==> src/rtl/bus_sched.sv <==
// bus_sched: round-robin shared-bus scheduler that sequences emitter and snooper CPUs
module bus_sched #(
    parameter  int NPROC = 4,
    parameter  int BUSW  = 10,
    localparam int GW    = $clog2(NPROC)
) (
    input  logic                  clock,
    input  logic                  clear,
    input  logic [NPROC-1:0]      req,
    input  logic [NPROC*BUSW-1:0] cpu_bus_out,
    input  logic [NPROC-1:0]      cpu_shared_out,
    output logic [NPROC-1:0]      controleP,
    output logic [NPROC-1:0]      habilita,
    output logic [NPROC-1:0]      cpu_clear,
    output logic [BUSW-1:0]       bus_in,
    output logic [NPROC-1:0]      shared_in,
    output logic [GW-1:0]         grant_id,
    output logic                  busy,
    output logic                  done
);
    typedef enum logic [2:0] {IDLE, CLR, ISSUE, LATCH, SNOOP, RESP} state_t;
    state_t           state_q, state_d;
    logic [1:0]       cnt_q, cnt_d;
    logic [GW-1:0]    rr_q, rr_d, grant_q, grant_d, win;
    logic [NPROC-1:0] ctrl_q, ctrl_d, shared_q, shared_d;
    logic [BUSW-1:0]  bus_q, bus_d;
    logic             found;

    // first requester at or after the round-robin pointer, wrapping at NPROC
    always_comb begin
        int idx;
        logic [GW-1:0] cand;
        win = '0;
        found = 1'b0;
        idx = 0;
        cand = '0;
        for (int k = 0; k < NPROC; k++) begin
            idx = int'(rr_q) + k;
            cand = GW'(idx >= NPROC ? idx - NPROC : idx);
            if (!found && req[cand]) begin
                win = cand;
                found = 1'b1;
            end
        end
    end

    // state and datapath registers, cleared asynchronously
    always_ff @(posedge clock or posedge clear) begin
        if (clear) begin
            state_q  <= IDLE;
            cnt_q    <= '0;
            rr_q     <= '0;
            grant_q  <= '0;
            ctrl_q   <= '0;
            bus_q    <= '0;
            shared_q <= '0;
        end else begin
            state_q  <= state_d;
            cnt_q    <= cnt_d;
            rr_q     <= rr_d;
            grant_q  <= grant_d;
            ctrl_q   <= ctrl_d;
            bus_q    <= bus_d;
            shared_q <= shared_d;
        end
    end

    // transaction sequencing: grant, clear, issue, latch, snoop, respond
    always_comb begin
        state_d  = state_q;
        cnt_d    = cnt_q;
        rr_d     = rr_q;
        grant_d  = grant_q;
        ctrl_d   = ctrl_q;
        bus_d    = bus_q;
        shared_d = shared_q;
        case (state_q)
            IDLE: if (found) begin
                state_d = CLR;
                grant_d = win;
                ctrl_d  = NPROC'(1) << win;
                rr_d    = win == GW'(NPROC - 1) ? '0 : win + 1'b1;
            end
            CLR: begin
                state_d  = ISSUE;
                cnt_d    = '0;
                shared_d = '0;
            end
            ISSUE: begin
                cnt_d = cnt_q + 2'd1;
                if (cnt_q == 2'd2) state_d = LATCH;
            end
            LATCH: begin
                state_d = SNOOP;
                cnt_d   = '0;
                bus_d   = cpu_bus_out[grant_q*BUSW +: BUSW];
            end
            SNOOP: begin
                cnt_d = cnt_q + 2'd1;
                if (cnt_q == 2'd1) state_d = RESP;
            end
            RESP: begin
                state_d  = IDLE;
                shared_d = |(cpu_shared_out & ~ctrl_q) ? ctrl_q : '0;
            end
            default: state_d = IDLE;
        endcase
    end

    // strobes decoded from state and the held emitter select only
    always_comb begin
        habilita  = state_q == ISSUE ? ctrl_q : state_q == SNOOP ? ~ctrl_q : '0;
        cpu_clear = {NPROC{state_q == CLR}};
        done      = state_q == RESP;
        busy      = state_q != IDLE;
    end

    assign controleP = ctrl_q;
    assign bus_in    = bus_q;
    assign shared_in = shared_q;
    assign grant_id  = grant_q;
endmodule

==> config.mk <==
export PLATFORM = sky130hd
export DESIGN_NAME = bus_sched
export DESIGN_NICKNAME = d
export VERILOG_FILES = /design/src/rtl/bus_sched.sv
export SDC_FILE = /design/constraint.sdc
export NUM_CORES = 1
export LEC_CHECK = 0
export CAP_MARGIN = 0
export CORE_MARGIN = 8
export CORE_UTILIZATION = 39
export CTS_BUF_LIST = sky130_fd_sc_hd__clkbuf_8 sky130_fd_sc_hd__clkbuf_16
export CTS_CLUSTER_SIZE = 8
export DETAILED_ROUTE_END_ITERATION = 10
export PLACE_DENSITY = 0.77
export SLEW_MARGIN = 20
export SYNTH_ARGS = -nofsm -noshare
export SYNTH_HDL_FRONTEND = slang
export SYNTH_SLANG_ARGS = --single-unit
==> constraint.sdc <==
create_clock -name clock -period 3.65 [get_ports clock]
set_clock_uncertainty 0.2 [all_clocks]
set_input_delay 0.73 -clock clock [delete_from_list [all_inputs] [get_ports clock]]
set_output_delay 0.73 -clock clock [all_outputs]
set_load 0.05 [all_outputs]
* After elaboration in Yosys (flattened, before gate mapping)
Cells that the tools add are included.
Operators by class: add/sub/neg operators 9, multipliers 1, $lt $le $gt $ge 8, equality and inequality tests 11, shift-type cells 2, mux-type cells 30, bitwise logic cells 2, reduce and logical (&&, ||, !) cells 15
Operators by type and width (count):
- $shiftx 40x7->10 | 1
- $mux 2 | 9
- $pmux 3 s5 | 1
- $lt 2x3->1 const B | 4
- $mux 4 | 3
- $ge 3x3->1 const B | 3
- $mux 3 | 3
- $bmux 1 s2 | 4
- $mux 1 | 8
- $pmux 4 s2 | 1
- $sub 2x1->2 const B | 4
- $add 2x2->3 const B | 2
- $eq 3x2->1 const B | 2
- $eq 3x3->1 const B | 2
- $ne 2x2->1 const B | 3
- $mul 2x3->5 const B | 1
- $add 2x1->2 const B | 2
- $and 4x4->4 | 1
- $eq 2x2->1 const B | 2
- $not 4->4 | 1
- $pmux 2 s2 | 1
- $reduce_bool 2->1 | 2
- $reduce_or 2->1 | 2
- $reduce_or 4->1 | 1
- other kinds (11) | 15
Word-level totals: register bits after elaboration 27, input port bits 50, output and inout bits 30, logic and storage cells 85

* Logic depth before layout (Yosys ltp)
Gate-level depths: netlist (run 1).
depth in word-level cells 16, mapped depth 6, gate-level depth less buffers 6

* Least setup slack after synthesis (run 1)
OpenSTA, ideal clock, no wires.
path kind register to output, start point register state_q[1], end point output port cpu_clear[1], arrival 1939 ps, required time 2720 ps, path slack 781 ps, stages on the path, launching flop included 6, buffers on the path 3, cell sequence dfrtp_1 -> buf_2 -> nand2b_1 -> clkbuf_1 -> nor2_1 -> buf_4
Between the ends: word-level cells in the longest chain between the ends 1
Ends and longest elaborated chain:
- from (decl) | line 22 | state_t state_q, state_d;
- from (signal assigned) | line 58 | state_q <= state_d;
- $eq 3x1->1 | line 113 | cpu_clear = {NPROC{state_q == CLR}};
- to (decl) | line 14 | output logic [NPROC-1:0] cpu_clear,
Every way passes these cells.

* Worst setup path after layout (run 1)
start point register state_q[0], end point output port cpu_clear[0]
The elaborated chain is that of the path after synthesis.

==> summary.txt, run 1 <==
Clock tree
  – Num CTS Buffers: 3
  – Post-cts resize count: 0
  – Bufs on Longest Clock Path: 2
  – Setup bufs post-CTS: 0
  – CTS root buf: clkbuf_8
  – Clock Latency Late Sink: approximately 0.28 ns
  – CTS sink cnt: 27
  – CTS tree: done
  – Worst-path clk slew: 0.10 ns
  – CTS hold repair buffers: 0
  – CTS H-tree lvls: 1

Hold path
  – Hold Crit Depth: 2
  – Hold Path End: shared_in[1]
  – HP Class: flop to flop
  – HP Start: shared_in[1]

Detailed routing
  – Via count: approximately 1400
  – Wire per inst: 16.3 µm
  – Pre-antenna DRT Iters: 4
  – Post-route ant nets: 0
  – Final WL: 4.57 mm
  – DR iter-0 viols: 65
  – Post-DR vias/cell: 5.09
  – Number of remaining DRC errors: 0

Layout
  – Most frequent cells in the layout: clkdlybuf4s50_1 (79), dfrtp_1 (27), nand2_1 (16)
  – Flip-flop and latch area: 676 µm²
  – Most common cell after layout, fill and taps aside: clkdlybuf4s50_1
  – Multi-input logic area: 933 µm²
  – Area growth, synth to finish: 50.8%
  – N_diodes: 0
  – Fillers: 374
  – Share of cells above drive strength 1: 14.9%
  – Final core utilization: approximately three fifths
  – Fin nets: 285
  – Final Non-Filler Cells: 280

Global routing
  – Initial antenna violation count: 0
  – Largest net degree at the start of global routing: 28
  – Tot GR Track Use: 13.4%
  – First-pass GRT wire length: 6.96 mm
  – Number of global-route vias before repair: between 1000 and 1500
  – GRT Residual Overflow: 0

Setup path
  – Crit path arrival time: 2.35 ns
  – Worst R2R Setup Slack: 1.68 ns
  – Crit path max fanout: 12
  – Delay-heaviest family, CP: buffers and inverters
  – Critical R2R Launch: rr_q[1]
  – Crit. path cell count: 3
  – Crit-path max cell delay: 0.87 ns
  – WP buf/inv: 1
  – R2R cell count: 5
  – Crit path cell chain: nand2b_1 > nor2_1 > clkdlybuf4s50_1
  – Setup crit end kind: output port
  – Worst EP required: 2.72 ns
  – RR Endpoint: controleP[2]
  – Setup crit start kind: flop
  – Crit-path slowest cell: clkdlybuf4s50_1
  – WS Path Type: flop to output port

Timing
  – Slew Viols, Final: 0
  – Tmin final: 3.28 ns
  – TNS Setup: 0 ns
  – Slew headroom: 63.3%
  – Tcrit/Tclk final: 89.8%
  – Final Hold Viols: 0
  – Final setup margin: about 0.37 ns
  – # setup viols final: 0
  – Worst Tran Pin Value: 0.549 ns
  – Max frequency: between 0.3 and 0.4 GHz
  – RSZ-0062 raised after global routing: no

Floorplan
  – Core area: 4290 µm²
  – Initial core utilization: around 40%
  – # IOs: 80
  – Height of the die: between 80 and 90 µm
  – Row count: 24
  – Die W: 82.1 µm
  – Die area: 6740 µm²

Outcome
  – Status: finished clean

Synth
  – Top cell type's share of synthesized area: between 30% and 40%
  – Synth Area per Inst: 11.2 µm²
  – Yosys reg bits: 27
  – Post-Syn Area: 1700 µm²
  – Syn Inst Count: roughly 150
  – Synth area leaders: dfrtp_1 (40%), mux4_2 (12%), mux2_2 (6.6%)
  – Netlist cell types: 38
  – Synth area leader: dfrtp_1
  – Post-synthesis sequential area ratio: 39.7%
  – Number of synthesized flops with an enable pin: 0
  – Yosys warns: 0
  – Ys async rst share: 100%
  – Top_reg_cell synth: dfrtp_1
  – Synthesized Nets: about 210

Power and ir drop
  – Power Total: 0.00224 W
  – PwrDens: 872 nW/µm²
  – Sw Share: approximately 50%
  – Psw: roughly 0.0011 W
  – Max IR drop VDD: roughly 0.44 mV
  – Lkg Pwr: 1.03 nW
  – Seq pwr share: between 20% and 30%
  – Combinational share of power: between 60% and 70%
  – Int Power: between 0.001 and 0.0015 W
  – Clock power share: 7.8%

Job
  – Max cap viols: 0

Placed design
  – DP Cell Count: 276
  – Detailed Place HPWL: 3.72 mm
  – Gpl congestion: 0.870
  – Place WS: 0.684 ns
  – # port buffers: a little under 80
[cell type report]
cell class / count / area share (%)
clock buffer: 3 / 1.61
clock inverter: 1 / 0.195
inverter: 7 / 1.02
multi-input combinational: 107 / 36.4
sequential: 27 / 26.3
tap: 52 / 2.53
timing repair buffer: 83 / 32.0
[synth_stat cells, types with 2 or more instances]
library cell / instances
mux2i_1: 4
mux2_2: 10
buf_4: 4
nor3_1: 3
inv_1: 6
nand2_1: 16
o31ai_1: 4
dfrtp_1: 27
o21ai_0: 6
nor2_1: 11
nand3_1: 3
nand2b_1: 4
nor2b_1: 6
mux4_2: 9
buf_2: 3
mux2_1: 4
clkbuf_1: 2
a21oi_1: 5
ha_1: 6
[cell families (layout without fill, tap and decap cells)]
logic type	after synthesis	in the layout	share of synthesized area, %
muxes	28	28	25.1
and+or+nand+nor	49	49	15.7
adders and majority gates	6	6	4.41
DFF	27	27	39.7
buffers and inverters	18	94	5.51
AOI/OAI and AO/OA	24	24	9.70
[state kept, by name, summed over array words and instances (netlist names)]
name       cells
grant_id       2
rr_q           2
cnt_q          2
bus_in        10
shared_in      4
controleP      4
state_q        3
[stage by stage]
stage / hold slack (ns) / cell area (µm²)
floorplan: 0.333 / 1700
global placement: 0.274 / 2520
detailed placement: 0.281 / 2520
CTS: 0.304 / 2570
global route: 0.321 / 2570
finish: 0.297 / 2570
[metal layers]
metal / share of wire, % / routed length, µm / track usage [%] / vias to the layer above
met1: 41 / 1880 / 16.0 / 675
li1: - / - / - / 705
met5: 0 / 0 / 0 / -
met2: 50 / 2300 / 22.3 / 40
met4: 0.92 / 42 / 4.21 / 0
met3: 7.7 / 353 / 4.27 / 4
[worst reg2reg max path: cells and delay by family (launching register included)]
kind	cells	cell delay (ns)
adders and majority gates	1	0.22
and+or+nand+nor	2	0.52
DFF	1	0.43
muxes	2	0.49
[worst max-delay path by stage]
stage / startpoint / endpoint
detailed placement: state_q[0] / cpu_clear[0]
floorplan: state_q[1] / cpu_clear[1]
global route: state_q[0] / cpu_clear[0]
CTS: state_q[0] / cpu_clear[0]
finish: state_q[0] / cpu_clear[0]
global placement: state_q[0] / cpu_clear[0]
[power by group through the flow]
stage	clock network (W)	logic (W)	registers, W
after detailed placement	0	0.00153	0.000563
after floorplan	0	0.000775	0.000862
after global routing	0.000192	0.00160	0.000580
after CTS	0.000179	0.00153	0.000555
after global placement	0	0.00151	0.000556
final	0.000174	0.00151	0.000555
Power figures use the tool's default switching activity.
==> inputs of run 2 (changes only) <==
--- a/config.mk
+++ b/config.mk
@@ -9,7 +9,7 @@
 export CORE_MARGIN = 8
 export CORE_UTILIZATION = 39
 export CTS_BUF_LIST = sky130_fd_sc_hd__clkbuf_8 sky130_fd_sc_hd__clkbuf_16
-export CTS_CLUSTER_SIZE = 8
+export CTS_CLUSTER_SIZE = 14
 export DETAILED_ROUTE_END_ITERATION = 10
 export PLACE_DENSITY = 0.77
 export SLEW_MARGIN = 20
==> results of run 2 <==
The final DEF is identical to that of run 1; final timing and power are the same.
